**config.mk**
```make
export PLATFORM = sky130hd
export DESIGN_NAME = program_counter
export DESIGN_NICKNAME = d
export VERILOG_FILES = /design/src/rtl/hack_pkg.sv /design/src/rtl/and_gate.sv /design/src/rtl/jump_cond.sv /design/src/rtl/not_gate.sv /design/src/rtl/or_gate.sv /design/src/rtl/program_counter.sv
export SDC_FILE = /design/constraint.sdc
export NUM_CORES = 1
export LEC_CHECK = 0
export CORE_ASPECT_RATIO = 1.5
export CORE_MARGIN = 2
export CORE_UTILIZATION = 50
export DETAILED_ROUTE_END_ITERATION = 8
export HOLD_SLACK_MARGIN = 0.05
export PLACE_DENSITY = 0.85
export SETUP_SLACK_MARGIN = 0.15
export SYNTH_ARGS = -nofsm -noshare
export SYNTH_HDL_FRONTEND = slang
export SYNTH_SLANG_ARGS = --single-unit
```
**constraint.sdc**
```tcl
create_clock -name clk -period 4.2 [get_ports clk]
set_input_delay 0.42 -clock clk [delete_from_list [all_inputs] [get_ports clk]]
set_output_delay 0.42 -clock clk [all_outputs]
set_load 0.05 [all_outputs]
```
**src/rtl/hack_pkg.sv**
```systemverilog
// rtl/hack_pkg.sv - shared Hack encodings, state enum and default width
package hack_pkg;

    localparam int HACK_WIDTH = 16;

    typedef enum logic [2:0] {
        JNULL = 3'b000,
        JGT   = 3'b001,
        JEQ   = 3'b010,
        JGE   = 3'b011,
        JLT   = 3'b100,
        JNE   = 3'b101,
        JLE   = 3'b110,
        JMP   = 3'b111
    } jump_e;

    typedef enum logic {
        RUN  = 1'b0,
        HALT = 1'b1
    } pc_state_e;

endpackage

```
**src/rtl/and_gate.sv**
```systemverilog
// rtl/and_gate.sv - two-input And primitive
module and_gate (
    input  logic a,
    input  logic b,
    output logic y
);
    assign y = a & b;
endmodule

```
**src/rtl/jump_cond.sv**
```systemverilog
// rtl/jump_cond.sv - combinational Hack jump-condition decode from gate primitives
module jump_cond (
    input  logic       is_c,
    input  logic [2:0] jmp,
    input  logic       zr,
    input  logic       ng,
    output logic       jump
);
    logic not_ng;
    logic not_zr;
    logic term_lt;
    logic term_eq;
    logic term_gt_pos;
    logic term_gt;
    logic lt_or_eq;
    logic any_term;

    not_gate u_not_ng (.a(ng), .y(not_ng));
    not_gate u_not_zr (.a(zr), .y(not_zr));

    and_gate u_and_lt  (.a(jmp[2]),      .b(ng),     .y(term_lt));
    and_gate u_and_eq  (.a(jmp[1]),      .b(zr),     .y(term_eq));
    and_gate u_and_gt0 (.a(jmp[0]),      .b(not_ng), .y(term_gt_pos));
    and_gate u_and_gt1 (.a(term_gt_pos), .b(not_zr), .y(term_gt));

    or_gate  u_or_le   (.a(term_lt),  .b(term_eq), .y(lt_or_eq));
    or_gate  u_or_all  (.a(lt_or_eq), .b(term_gt), .y(any_term));

    // A-instructions never jump, whatever bits happen to sit in the jump field.
    and_gate u_and_c   (.a(is_c), .b(any_term), .y(jump));
endmodule

```
**src/rtl/not_gate.sv**
```systemverilog
// rtl/not_gate.sv - inverter primitive
module not_gate (
    input  logic a,
    output logic y
);
    assign y = ~a;
endmodule

```
**src/rtl/or_gate.sv**
```systemverilog
// rtl/or_gate.sv - two-input Or primitive
module or_gate (
    input  logic a,
    input  logic b,
    output logic y
);
    assign y = a | b;
endmodule

```
**src/rtl/program_counter.sv**
```systemverilog
// rtl/program_counter.sv - Hack PC with jump evaluation and self-jump halt detection
module program_counter
    import hack_pkg::*;
#(
    parameter int WIDTH = HACK_WIDTH
) (
    input  logic             clk,
    input  logic             reset,
    input  logic             en,
    input  logic             is_c,
    input  logic [2:0]       jmp,
    input  logic             zr,
    input  logic             ng,
    input  logic [WIDTH-1:0] in,
    output logic [WIDTH-1:0] out,
    output logic             jump_taken,
    output logic             halted
);
    pc_state_e        state;
    logic             jump;
    logic             self_jump;
    logic [WIDTH-1:0] out_inc;

    jump_cond u_jump_cond (
        .is_c (is_c),
        .jmp  (jmp),
        .zr   (zr),
        .ng   (ng),
        .jump (jump)
    );

    assign out_inc = out + WIDTH'(1);

    // Only the unconditional form counts as end-of-program; conditional self-jumps are ordinary.
    assign self_jump = (jmp == JMP) && (in == out);

    always_ff @(posedge clk) begin
        if (reset) begin
            out        <= '0;
            jump_taken <= 1'b0;
            state      <= RUN;
        end else begin
            case (state)
                RUN: begin
                    if (!en) begin
                        jump_taken <= 1'b0;
                    end else if (jump) begin
                        out        <= in;
                        jump_taken <= 1'b1;
                        if (self_jump) begin
                            state <= HALT;
                        end
                    end else begin
                        out        <= out_inc;
                        jump_taken <= 1'b0;
                    end
                end
                HALT: begin
                    jump_taken <= 1'b0;
                end
                default: begin
                    state <= RUN;
                end
            endcase
        end
    end

    assign halted = (state == HALT);
endmodule

```
======== Yosys cells after proc, flatten, opt, wreduce, memory -nomap -nowiden ========
Index checks and enable logic that the tools add are counted.
storage, ports and cells
  register bits ........................... 18
  logic and storage cells ................. 26
  output and inout bits ................... 18
  input port bits ......................... 25
cells by class
  reductions and logical operators ........ 2
  bitwise operators ....................... 10
  equal/unequal tests ..................... 2
  muxes and demuxes ....................... 8
  $add $sub $neg .......................... 1
operators with widths
  operator                                       number
  adder 16 x 1 -> 16 bit, second input constant  1
  == test 16 bit                                 1
  two-way mux 16 bit                             1
  two-way mux 1 bit                              6
  AND 1 bit                                      5
  == test 3 bit, second input constant           1
  inverter 1 bit                                 3
  bitwise OR 1 bit                               2
  one-hot mux 1 bit (2 select lines)             1
  AND reduction 2 bit                            1
  logical AND 1 bit                              1

======== Longest topological paths before layout ========
  depth in word-level cells ............... 8
  depth in mapped cells ................... 5
  mapped depth without buffers ............ 5

======== By module ========
Synthesis repeated with hierarchy kept, for this count alone.
unflattened totals
  cells, all modules ...................... 178
  area, all modules ....................... 1390.1 um2
modules (own cells, without submodules)
  module           area an instance (um2)  seq. area each (um2)  instances  cells each
  program_counter  1338.8                  360.3                 1          169
  and_gate         6.3                     0.0                   5          1
  or_gate          6.3                     0.0                   2          1
  not_gate         3.8                     0.0                   2          1

======== Worst setup path before layout ========
No wires, ideal clock.
  path type ............................... register -> register
  start point ............................. register out[0]
  end point ............................... register out[14]
  stages on the path, launching flop included .. 6
  clock period less this slack ............ 2422 ps
  setup slack ............................. 1778 ps
  setup time .............................. 74 ps
  arrival time ............................ 2348 ps
  path buffers ............................ 0
  required time ........................... 4126 ps
  cell sequence ........................... dfxtp_1 ha_1 nand4_2 or4_1 or4b_1 a31oi_1
between the ends
  cells in the longest elaborated chain, start to end .. 2
RTL lines
  item                    RTL line               source
  start, declared         program_counter.sv:15  output logic [WIDTH-1:0] out,
  start signal, assigned  program_counter.sv:48  out <= in;
  start signal, assigned  program_counter.sv:54  out <= out_inc;
  adder 16 x 1 -> 16 bit  program_counter.sv:32  assign out_inc = out + WIDTH'(1);
  two-way mux 16 bit      program_counter.sv:47  end else if (jump) begin
No other way between the ends.
A chain may end at the register's enable or synchronous reset.

======== Final worst setup path ========
  start point ............................. input jmp[2]
  end point ............................... register out[3]
between the ends
  cells in the longest elaborated chain, start to end .. 5
RTL lines
  item                            RTL line               source
  start, declared                 program_counter.sv:11  input logic [2:0] jmp,
  AND 1 bit                       and_gate.sv:7          assign y = a & b;
  bitwise OR 1 bit (2 in series)  or_gate.sv:7           assign y = a | b;
  AND 1 bit                       and_gate.sv:7
  two-way mux 16 bit              program_counter.sv:47
No other way between the ends.

==> summary.txt <==
Reg area - 360.3 sq um
Clock Tree Root - clkbuf_8
Routed wire per std cell - 15.73 um
Worst vdd ir - 0.0001627 V
HP Class - flip-flop to flip-flop
Actual slew at the worst max-slew pin - 923.1 ps
Final critical-path share of the clock period - 0.5706
Cts repair resizes - 0
Final WL - 3760 um
Crit Path Max Fanout - 22
Core area - 0.002619 sq mm
# setup viols final - 0
Routed Antenna Nets - 0
Vias per cell - 6.205
Gr ovfl total - 0
CTS tree - done
CP Capture Type - flip-flop
DRC Markers - 0
Hold Buf Count CTS - 0
Setup bufs post-CTS - 0
Die height - 67.70 um
# diodes - 0
Clk buf depth - 2
Area of the multi-input gates - 893.4 sq um
Fraction of layout cells with a size suffix above 1 - 0.06931
HPWL reported at the end of detailed placement - 2756 um
Sequential element share of the synthesized area - 0.2664
Crit Path Category - input pin to flip-flop
Clock-pin slew on the worst setup and hold paths - 70 ps
P_leak - 0.6591 nW
1st-pass router iterations - 4
Commonest cells after routing, fill and taps aside - clkdlybuf4s50_1 (42), dfxtp_1 (18), xor2_1 (12), inv_1 (11), mux2i_1 (11)
Synthesized flop and latch total - 18
Skew final - 2.014 ps
Synth Warn # - 0
IO Pins - 43
GR Layer Usage met2 - 0.4462
IO buf count - 42
# H-tree levels - 1
PnR worst setup slack - 1803 ps
Syn Area/Cell - 8.051 sq um
Arrival time worst endpoint - 2510 ps
MaxCap Viol Count - 0
Area Growth Syn to Fin - 34.69%
Total power - 456.4 uW
Grt met1 use - 0.2885
Synth cell types - 40
Mapped Nets - 194
Largest net degree at the start of global routing - 23
CTS Buf Count - 3
Die ar. - 0.003146 sq mm
Initial antenna violation count - 0
Top cells by area, synth - dfxtp_1 (27%), mux2i_1 (8.1%), xor2_1 (7.8%)
Final slew viol count - 0
Tot GR Track Use - 0.2620
Placer Congestion - 0.9082
Via count - 1483
Grt peak-use layer - met2
First-pass GRT wire length - 6092 um
Worst-skew pair later-pin latency - 250 ps
DR iter-0 viols - 83
Initial Util - 0.5165
Post-synthesis instance total - 168
Row cnt - 23
CP Launch Type - input pin
Die width - 46.47 um
Setup tns final - 0 ps
Cell Area, Synth - 0.001353 sq mm
Fillers - 215
Rel. slew slack - 0.3845
Most common cell after layout, fill and taps aside - clkdlybuf4s50_1
Met3 global-route usage - 0.04011
Max Clk Rate - 0.4172 GHz
Layout Nets - 230
Final Critical Period - 2397 ps
Clock sink count - 18
Cell taking the most area after synthesis - dfxtp_1
Vias in the first global route - 1464
Critical Path RT - 4310 ps
RSZ-0062 raised after global routing - false
Place WS - 1564 ps
Share of the synthesized area in the top cell type - 0.2664
Pwr dens - 250.5 mW/mm^2
Endpoints failing hold - 0
Status - complete, no violations
==> cell type report <==
class / count / area share
Inverter: 12 / 0.02473
Clock buffer: 3 / 0.02266
Tap cell: 37 / 0.02541
Sequential cell: 18 / 0.1978
Multi-Input combinational cell: 125 / 0.4904
Timing Repair Buffer: 44 / 0.2390
==> power breakdown <==
| part | total (mW) | internal (mW) | leakage [nW] | switching, mW |
|---|---|---|---|---|
| clock network | 0.121 | 0.0638 | 0.0216 | 0.0574 |
| logic | 0.139 | 0.0627 | 0.491 | 0.0763 |
| registers | 0.196 | 0.180 | 0.147 | 0.0166 |
==> path summary, 6_finish.rpt <==
| path | endpoint | cells past startpoint | startpoint | slack [ps] |
|---|---|---|---|---|
| worst max-delay path | out[3]$_SDFFE_PP0P_ | 6 | jmp[2] | 1800 |
| worst min-delay path | halted$_SDFF_PP0_ | 2 | halted$_SDFF_PP0_ | 490 |
| worst max register to register | out[14]$_SDFFE_PP0P_ | 5 | out[0]$_SDFFE_PP0P_ | 1940 |
| worst min register to register | halted$_SDFF_PP0_ | 2 | halted$_SDFF_PP0_ | 490 |
==> sequential cells by signal, indices dropped and copies added, names as in the netlist <==
signal	flops
jump_taken	1
out	16
halted	1
==> logic make-up after synthesis <==
group / synth area share
AO/OA/AOI/OAI: 0.1850
XOR/XNOR: 0.1036
adder cells (fa/ha/maj): 0.009249
buffers and inverters: 0.07586
flip-flops: 0.2664
multiplexers: 0.08141
AND/OR/NAND/NOR: 0.2784
==> stage by stage <==
stage	hold slack (ps)	util	cells	area, sq um
after floorplan	590.2	-	168	1353
after global placement	474.9	0.6799	236	1780
after detailed placement	471.9	0.6799	236	1780
after CTS	488.6	0.6957	239	1822
after global routing	501.7	0.6957	239	1822
final	485.7	0.6957	239	1822
==> per-layer routing <==
| layer | wire [um] | share of wire |
|---|---|---|
| met2 | 2040 | 0.54 |
| met1 | 1384 | 0.37 |
| met4 | 102 | 0.027 |
| met3 | 233 | 0.062 |
| met5 | 0 | 0 |
==> cells in the mapped netlist <==
master / count
nand3_1: 10
a211oi_1: 1
nand4b_1: 1
nor4_1: 6
o2111ai_1: 1
a221oi_1: 1
xnor2_1: 4
nand4_2: 2
a2bb2oi_1: 4
o21ai_1: 1
nor2b_1: 1
a21oi_1: 10
nand3_2: 1
mux2i_1: 11
or3_2: 2
clkbuf_1: 7
a211o_1: 1
nand2_1: 9
or4b_1: 3
inv_1: 11
or2_2: 2
clkinv_1: 1
buf_1: 1
dfxtp_1: 18
a31oi_1: 5
xor2_1: 12
nor2_1: 7
a22o_1: 1
ha_1: 1
or4_1: 4
and4_2: 1
or3_1: 3
nor3_1: 2
o32ai_1: 9
buf_2: 4
buf_4: 1
nand4_1: 4
a21o_1: 1
nor3b_1: 2
nand2b_1: 2
==> critical path, stage by stage <==
cell and delay [ps]:
clkdlybuf4s50_1 420, a22o_1 260, o21ai_2 740, buf_4 310, mux2i_1 240, o32ai_1 120
Note: power is estimated with default switching activity, not from simulation.
